### config.mk
export PLATFORM = sky130hd
export DESIGN_NAME = fp_add_share_arb
export DESIGN_NICKNAME = d
export VERILOG_FILES = /design/src/rtl/fp_add_share_arb_pkg.sv /design/src/rtl/fp_add_share_arb_rr_arbiter.sv /design/src/rtl/sp_add.sv /design/src/rtl/fp_add_share_arb.sv
export SDC_FILE = /design/constraint.sdc
export NUM_CORES = 1
export LEC_CHECK = 0
export ABC_AREA = 1
export CELL_PAD_IN_SITES_DETAIL_PLACEMENT = 0
export CELL_PAD_IN_SITES_GLOBAL_PLACEMENT = 2
export CORE_MARGIN = 3
export CORE_UTILIZATION = 31
export CTS_CLUSTER_DIAMETER = 30
export DETAILED_ROUTE_END_ITERATION = 16
export PLACE_DENSITY = 0.91
export SLEW_MARGIN = 10
export SYNTH_ARGS = -nofsm -noshare
export SYNTH_HDL_FRONTEND = slang
export SYNTH_HIERARCHICAL = 1
export SYNTH_SLANG_ARGS = --single-unit
### constraint.sdc
create_clock -name clk -period 33.3 [get_ports clk]
set_input_delay 3.33 -clock clk [delete_from_list [all_inputs] [get_ports clk]]
set_output_delay 3.33 -clock clk [all_outputs]
set_load 0.01 [all_outputs]
### src/rtl/fp_add_share_arb_pkg.sv
// Shared types and constants for the FP adder sharing arbiter.
package fp_add_share_arb_pkg;

  localparam int unsigned FP_W            = 32;
  localparam int unsigned ADD_LATENCY_DEF = 3;
  localparam int unsigned TAG_ID_W        = 3;
  localparam int unsigned STAT_W          = 16;
  localparam logic [STAT_W-1:0] STAT_MAX  = '1;

  typedef struct packed {
    logic                valid;
    logic [TAG_ID_W-1:0] id;
  } tag_t;

  typedef enum logic [1:0] {
    ST_RUN,
    ST_DRAIN,
    ST_DONE
  } state_t;

endpackage

### src/rtl/fp_add_share_arb_rr_arbiter.sv
// Round-robin picker: first requester at or above the pointer (with wrap),
// pointer advances past the winner only when a grant is issued.
module rr_arbiter #(
  parameter int unsigned N    = 4,
  parameter int unsigned ID_W = $clog2(N)
) (
  input  logic            clk,
  input  logic            rst,
  input  logic [N-1:0]    req,
  input  logic            en,
  output logic [N-1:0]    grant,
  output logic [ID_W-1:0] grant_id
);

  logic [ID_W-1:0] ptr_q, idx, pick_id;
  logic [N-1:0]    pick;
  logic            found;
  int unsigned     s;

  always_comb begin
    pick    = '0;
    pick_id = '0;
    found   = 1'b0;
    idx     = '0;
    s       = 0;
    for (int unsigned k = 0; k < N; k++) begin
      s = 32'(ptr_q) + k;
      if (s >= N) s = s - N;
      idx = ID_W'(s);
      if (!found && req[idx]) begin
        found     = 1'b1;
        pick[idx] = 1'b1;
        pick_id   = idx;
      end
    end
  end

  assign grant    = en ? pick : '0;
  assign grant_id = pick_id;

  always_ff @(posedge clk) begin
    if (rst) ptr_q <= '0;
    else if (en && found) ptr_q <= (pick_id == ID_W'(N - 1)) ? '0 : pick_id + 1'b1;
  end

endmodule

### src/rtl/sp_add.sv
// Pipelined single-precision adder (DSP sp_add mode): round-to-nearest-even,
// denormals flushed to zero, synchronous clear of every pipeline register.
module sp_add #(
  parameter int unsigned PIPE = 3
) (
  input  logic        clk,
  input  logic        ena,
  input  logic        clr,
  input  logic [31:0] ax,
  input  logic [31:0] ay,
  output logic [31:0] result
);

  logic [31:0]       big, sml, sum_c;
  logic [7:0]        eb, es, d;
  logic [26:0]       mb, ms, ms_sh;
  logic [27:0]       acc;
  logic signed [9:0] e;
  logic              sub, rup;
  logic [24:0]       rnd;
  logic [31:0]       pipe_q [PIPE];

  // Align the smaller magnitude, add/subtract with guard/round/sticky, renormalise, round.
  always_comb begin
    big = ax;
    sml = ay;
    if (ax[30:0] < ay[30:0]) begin
      big = ay;
      sml = ax;
    end
    eb  = big[30:23];
    es  = sml[30:23];
    sub = big[31] ^ sml[31];
    mb  = (eb == 8'd0) ? 27'd0 : {1'b1, big[22:0], 3'b000};
    ms  = (es == 8'd0) ? 27'd0 : {1'b1, sml[22:0], 3'b000};
    d   = eb - es;
    if (d >= 8'd27) ms_sh = {26'd0, |ms};
    else ms_sh = (ms >> d) | {26'd0, |(ms & ((27'd1 << d) - 27'd1))};
    e = $signed({2'b00, eb});
    if (!sub) begin
      acc = {1'b0, mb} + {1'b0, ms_sh};
      if (acc[27]) begin
        acc = {1'b0, acc[27:2], acc[1] | acc[0]};
        e   = e + 10'sd1;
      end
    end else begin
      acc = {1'b0, mb} - {1'b0, ms_sh};
      for (int k = 0; k < 26; k++) begin
        if (!acc[26] && (acc != 28'd0)) begin
          acc = acc << 1;
          e   = e - 10'sd1;
        end
      end
    end
    rup = acc[2] & (acc[1] | acc[0] | acc[3]);
    rnd = {1'b0, acc[26:3]} + 25'(rup);
    if (rnd[24]) begin
      rnd = rnd >> 1;
      e   = e + 10'sd1;
    end
    if (eb == 8'hFF) begin
      if ((big[22:0] != 23'd0) || ((es == 8'hFF) && ((sml[22:0] != 23'd0) || sub)))
        sum_c = 32'h7FC0_0000;
      else
        sum_c = big;
    end else if (acc == 28'd0) begin
      sum_c = {big[31] & sml[31], 31'd0};
    end else if (e <= 10'sd0) begin
      sum_c = {big[31], 31'd0};
    end else if (e >= 10'sd255) begin
      sum_c = {big[31], 8'hFF, 23'd0};
    end else begin
      sum_c = {big[31], e[7:0], rnd[22:0]};
    end
  end

  always_ff @(posedge clk) begin
    if (clr) begin
      for (int i = 0; i < int'(PIPE); i++) pipe_q[i] <= '0;
    end else if (ena) begin
      pipe_q[0] <= sum_c;
      for (int i = 1; i < int'(PIPE); i++) pipe_q[i] <= pipe_q[i-1];
    end
  end

  assign result = pipe_q[PIPE-1];

endmodule

### src/rtl/fp_add_share_arb.sv
// Shares one pipelined FP adder among NUM_REQ requesters with tag-tracked results
// and a flush/drain sequencer. FP_ADD_SHARE_ARB_STATS_EN adds grant/stall counters.
module fp_add_share_arb
  import fp_add_share_arb_pkg::*;
#(
  parameter int unsigned NUM_REQ     = 4,
  parameter int unsigned ADD_LATENCY = ADD_LATENCY_DEF,
  parameter int unsigned ID_W        = $clog2(NUM_REQ)
) (
  input  logic                    clk,
  input  logic                    rst,
  input  logic [NUM_REQ-1:0]      req_valid,
  output logic [NUM_REQ-1:0]      req_ready,
  input  logic [NUM_REQ*FP_W-1:0] req_a,
  input  logic [NUM_REQ*FP_W-1:0] req_b,
  output logic [NUM_REQ-1:0]      res_valid,
  output logic [FP_W-1:0]         res_data,
  output logic [ID_W-1:0]         res_id,
  input  logic                    flush,
  output logic                    flush_done,
  output logic                    busy
`ifdef FP_ADD_SHARE_ARB_STATS_EN
  ,
  output logic [NUM_REQ*STAT_W-1:0] stat_grants,
  output logic [STAT_W-1:0]         stat_stall
`endif
);

  state_t              state_q, state_d;
  logic                grant_en, xfer;
  logic [NUM_REQ-1:0]  grant;
  logic [ID_W-1:0]     grant_id;
  logic [FP_W-1:0]     ax, ay;
  tag_t                tag_q [ADD_LATENCY];

  // Flush wins over any request in the cycle it is first seen.
  assign grant_en = (state_q == ST_RUN) && !flush && !rst;

  rr_arbiter #(.N(NUM_REQ), .ID_W(ID_W)) u_arb (
    .clk      (clk),
    .rst      (rst),
    .req      (req_valid),
    .en       (grant_en),
    .grant    (grant),
    .grant_id (grant_id)
  );

  assign req_ready = grant;
  assign xfer      = |grant;

  always_ff @(posedge clk) begin
    if (rst) state_q <= ST_RUN;
    else     state_q <= state_d;
  end

  always_comb begin
    state_d    = state_q;
    flush_done = 1'b0;
    case (state_q)
      ST_RUN:   if (flush) state_d = ST_DRAIN;
      ST_DRAIN: if (!busy) state_d = ST_DONE;
      ST_DONE: begin
        flush_done = flush;
        if (!flush) state_d = ST_RUN;
      end
      default:  state_d = ST_RUN;
    endcase
  end

  // Idle cycles feed 0+0; the untagged result is dropped.
  always_comb begin
    ax = '0;
    ay = '0;
    for (int i = 0; i < int'(NUM_REQ); i++) begin
      if (grant[i]) begin
        ax = req_a[FP_W*i +: FP_W];
        ay = req_b[FP_W*i +: FP_W];
      end
    end
  end

  sp_add #(.PIPE(ADD_LATENCY)) u_add (
    .clk    (clk),
    .ena    (1'b1),
    .clr    (rst),
    .ax     (ax),
    .ay     (ay),
    .result (res_data)
  );

  always_ff @(posedge clk) begin
    if (rst) begin
      for (int s = 0; s < int'(ADD_LATENCY); s++) tag_q[s] <= '0;
    end else begin
      tag_q[0] <= '{valid: xfer, id: TAG_ID_W'(grant_id)};
      for (int s = 1; s < int'(ADD_LATENCY); s++) tag_q[s] <= tag_q[s-1];
    end
  end

  always_comb begin
    res_valid = '0;
    busy      = 1'b0;
    for (int s = 0; s < int'(ADD_LATENCY); s++) busy = busy | tag_q[s].valid;
    if (tag_q[ADD_LATENCY-1].valid) res_valid[ID_W'(tag_q[ADD_LATENCY-1].id)] = 1'b1;
    res_id = ID_W'(tag_q[ADD_LATENCY-1].id);
  end

`ifdef FP_ADD_SHARE_ARB_STATS_EN
  logic [STAT_W-1:0] grant_cnt_q [NUM_REQ];
  logic [STAT_W-1:0] stall_q;

  always_ff @(posedge clk) begin
    if (rst) begin
      for (int i = 0; i < int'(NUM_REQ); i++) grant_cnt_q[i] <= '0;
      stall_q <= '0;
    end else begin
      for (int i = 0; i < int'(NUM_REQ); i++) begin
        if (grant[i] && (grant_cnt_q[i] != STAT_MAX)) grant_cnt_q[i] <= grant_cnt_q[i] + 1'b1;
      end
      if ((|req_valid) && !xfer && (stall_q != STAT_MAX)) stall_q <= stall_q + 1'b1;
    end
  end

  always_comb begin
    stat_grants = '0;
    for (int i = 0; i < int'(NUM_REQ); i++) stat_grants[STAT_W*i +: STAT_W] = grant_cnt_q[i];
  end

  assign stat_stall = stall_q;
`endif

endmodule

==> flow_metrics.env <==
export IMPL_cp_max_fo=11
export IMPL_r2r_slack_ns=3.46
export IMPL_finalSetupViolCount=0
export IMPL_pin_count=307
export IMPL_cts_hold_buf=0
export IMPL_crit_path_frequent_cell="nand2_1"
export IMPL_met3_length_um=7100
export IMPL_postSynthCellCount=5803
export IMPL_r2r_end="u_add/pipe_q[0][25]"
export IMPL_report_final_slew_viol_count=106
export IMPL_wl_met1_um=61400
export IMPL_port_buffers=306
export IMPL_syn_area_sq_um=32600
export IMPL_slew_headroom=-0.427
export IMPL_track_usage=0.211
export IMPL_drt_initial_drc_count=3129
export IMPL_final_seq_area_sq_um=3140
export IMPL_h_tree_depth=3
export IMPL_gp_congestion=0.961
export IMPL_synthFlopType="edfxtp_1"
export IMPL_dr_wl_met2_um=58900
export IMPL_die_area_sq_um=109000
export IMPL_fin_crit_sh=0.952
export IMPL_top_layer="met4"
export IMPL_ys_seq_area_frac=0.0963
export IMPL_setup_slack_ns=1.59
export IMPL_core_sq_um=104000
export IMPL_slowest_stage="a21oi_1"
export IMPL_avgSynthCellArea_sq_um=5.63
export IMPL_final_cell_mix="1,726 x nand2_1, 647 x nor2_1, 592 x inv_1"
export IMPL_diodes=0
export IMPL_nNetsFinal=6663
export IMPL_violations="max-capacitance violations, max-slew violations"
export IMPL_area_growth_syn_to_layout_pct=25.8
export IMPL_holdPathStages=2
export IMPL_cts_tree="built"
export IMPL_path_class="in2reg"
export IMPL_stdcell_area_sq_um=41100
export IMPL_die_x_um=331
export IMPL_min_from="tag_q[0][1]"
export IMPL_cp_end_kind="register"
export IMPL_startpoint_type="primary input"
export IMPL_place_ws_ns=-1.38
export IMPL_synth_edf_count=96
export IMPL_final_core_util=0.395
export IMPL_path_clk_slew_ns=0.08
export IMPL_start_util=0.314
export IMPL_cp_arrival_ns=31.78
export IMPL_place_area_sq_um=36700
export IMPL_synth_area_leaders="nand2_1 21%, edfxtp_1 8.8%, nand3_1 8.7%, nor2_1 8.0%, inv_1 7.0%"
export IMPL_synth_seq_cells=109
export IMPL_reg2reg_from="u_arb/ptr_q[1]"
export IMPL_synth_top_cell_by_area="nand2_1"
export IMPL_fillCellCount=11400
export IMPL_synth_async_reset_ratio=0
export IMPL_hpwl_um=101000
export IMPL_grt_overflow_total=0
export IMPL_cts_buffers=9
export IMPL_grt_max_degree=97
export IMPL_drt_wl_total_um=130000
export IMPL_die_y_um=331
export IMPL_required_ns=33.37
export IMPL_status="complete, but fails checks"
export IMPL_placementRows=118
export IMPL_period_needed_ns=31.71
export IMPL_ff2ff_path_depth=245
export IMPL_fmax_mhz=31.5
export IMPL_worst_pin_slew_ns=2.14
export IMPL_yosysTopAreaCellShare=0.206
export IMPL_multi_input_area_sq_um=26800
export IMPL_slowest_delay_ns=0.35
export IMPL_clock_latency_ns=0.35
export IMPL_drc=0
export IMPL_hp_class="reg2reg"
export IMPL_viasPerCell=5.05
export IMPL_num_vias=38700
export IMPL_ant_nets=0
export IMPL_synth_distinct_cells=88
export IMPL_wl_per_cell_um=16.9
export IMPL_antenna_found_initial=0
export IMPL_hold_ws_ns=0.410
export IMPL_dr_pass1_iters=6
export IMPL_drv_cap=1
export IMPL_grt_pass1_vias=34000
export IMPL_whs_endpoint="tag_q[0][5]"
export IMPL_cts_root_buf="clkbuf_16"
export IMPL_yosys_warnings=6
export IMPL_grt_pass1_wl_um=188000
export IMPL_drive_gt1_frac=0.209
export IMPL_numClockSinks=109
export IMPL_hold_viol=0
export IMPL_clockBufferDepth=2
export IMPL_worst_clock_skew_ns=0.0109
export IMPL_final_common_cell="nand2_1"
==> logic make-up (layout without fill, tap and decap cells) <==
family / Yosys count / in the layout / synth area share
buf+inv: 901 / 1343 / 0.143
compound gates: 495 / 495 / 0.0861
mux: 1 / 1 / 0.000307
xor+xnor: 194 / 194 / 0.0533
fa+ha+maj: 118 / 118 / 0.0455
other cells: 1 / 2 / 0.000115
simple gates: 3984 / 4025 / 0.575
flops: 109 / 109 / 0.0963
==> cell type report <==
cell class / instances / area share
Tap cell: 1380 / 0.0420
Inverter: 658 / 0.0619
Sequential cell: 109 / 0.0765
Clock inverter: 7 / 0.00192
Timing Repair Buffer: 669 / 0.160
Multi-Input combinational cell: 4835 / 0.653
Clock buffer: 9 / 0.00548
==> metal layers <==
| layer | GRT usage | up-vias |
|---|---|---|
| li1 | - | 19600 |
| met1 | 0.302 | 17800 |
| met2 | 0.351 | 1139 |
| met3 | 0.0148 | 149 |
| met4 | 0.0366 | 0 |
| met5 | 0 | - |
==> sequential cells by signal, indices dropped and copies added (netlist names), named ones only <==
register,count
state_q,2
tag_q,9
u_add/pipe_q,96
u_arb/ptr_q,1
==> Yosys cell counts, drive strengths merged, types with 2 or more instances <==
cell type,n
and2,2
and3,4
a21boi,9
nand3b,84
a21oi,176
clkinv,12
edfxtp,96
xor2,155
o31ai,2
a21o,4
o2111ai,3
o22ai,8
o311ai,2
or2,13
ha,117
xnor2,39
a22oi,10
nand2,2177
nand3,619
o221ai,4
o21bai,13
o21a,18
o211ai,9
bufbuf,3
dfxtp,13
nor2,802
nor3,103
nand4,136
nor4,38
nor3b,5
a2111oi,3
buf,159
inv,645
a31oi,17
clkbuf,80
a211oi,2
o21ai,208
==> critical path: cells and delay by family <==
kind | cells | cell delay [ns]
AO/OA/AOI/OAI | 10 | 1.63
adder cells (fa/ha/maj) | 9 | 2.20
buffers and inverters | 28 | 3.84
AND/OR/NAND/NOR | 198 | 20.64
==> timing repair <==
item                       in CTS  in global routing
resized for setup              22                416
setup endpoints to repair      31                 32
pin swaps                       1                135
setup buffers                   0                151
cloned                          1                 71
==> metrics by stage <==
step	instances	setup TNS, ns
finish	7667	0
global route	7667	-11.82
CTS	7445	0
detailed placement	7428	-38.65
global placement	7428	-29.16
floorplan	5804	0
==> worst max-delay path by stage <==
stage / to / slack, ns / startpoint
6_report: u_add/pipe_q[0][25] / 1.59 / req_valid[2]
5_1_grt: u_add/pipe_q[0][25] / -0.47 / req_valid[0]
4_1_cts: u_add/pipe_q[0][6] / 0.01 / req_valid[3]
3_5_place_dp: u_add/pipe_q[0][6] / -1.38 / req_valid[3]
3_3_place_gp: u_add/pipe_q[0][6] / -1.13 / req_valid[3]
2_1_floorplan: u_add/pipe_q[0][12] / 4.40 / req_valid[1]
Power of run 1 is not shown: default switching activity piles up to over one toggle a cycle in this logic, so the estimate is an artifact.
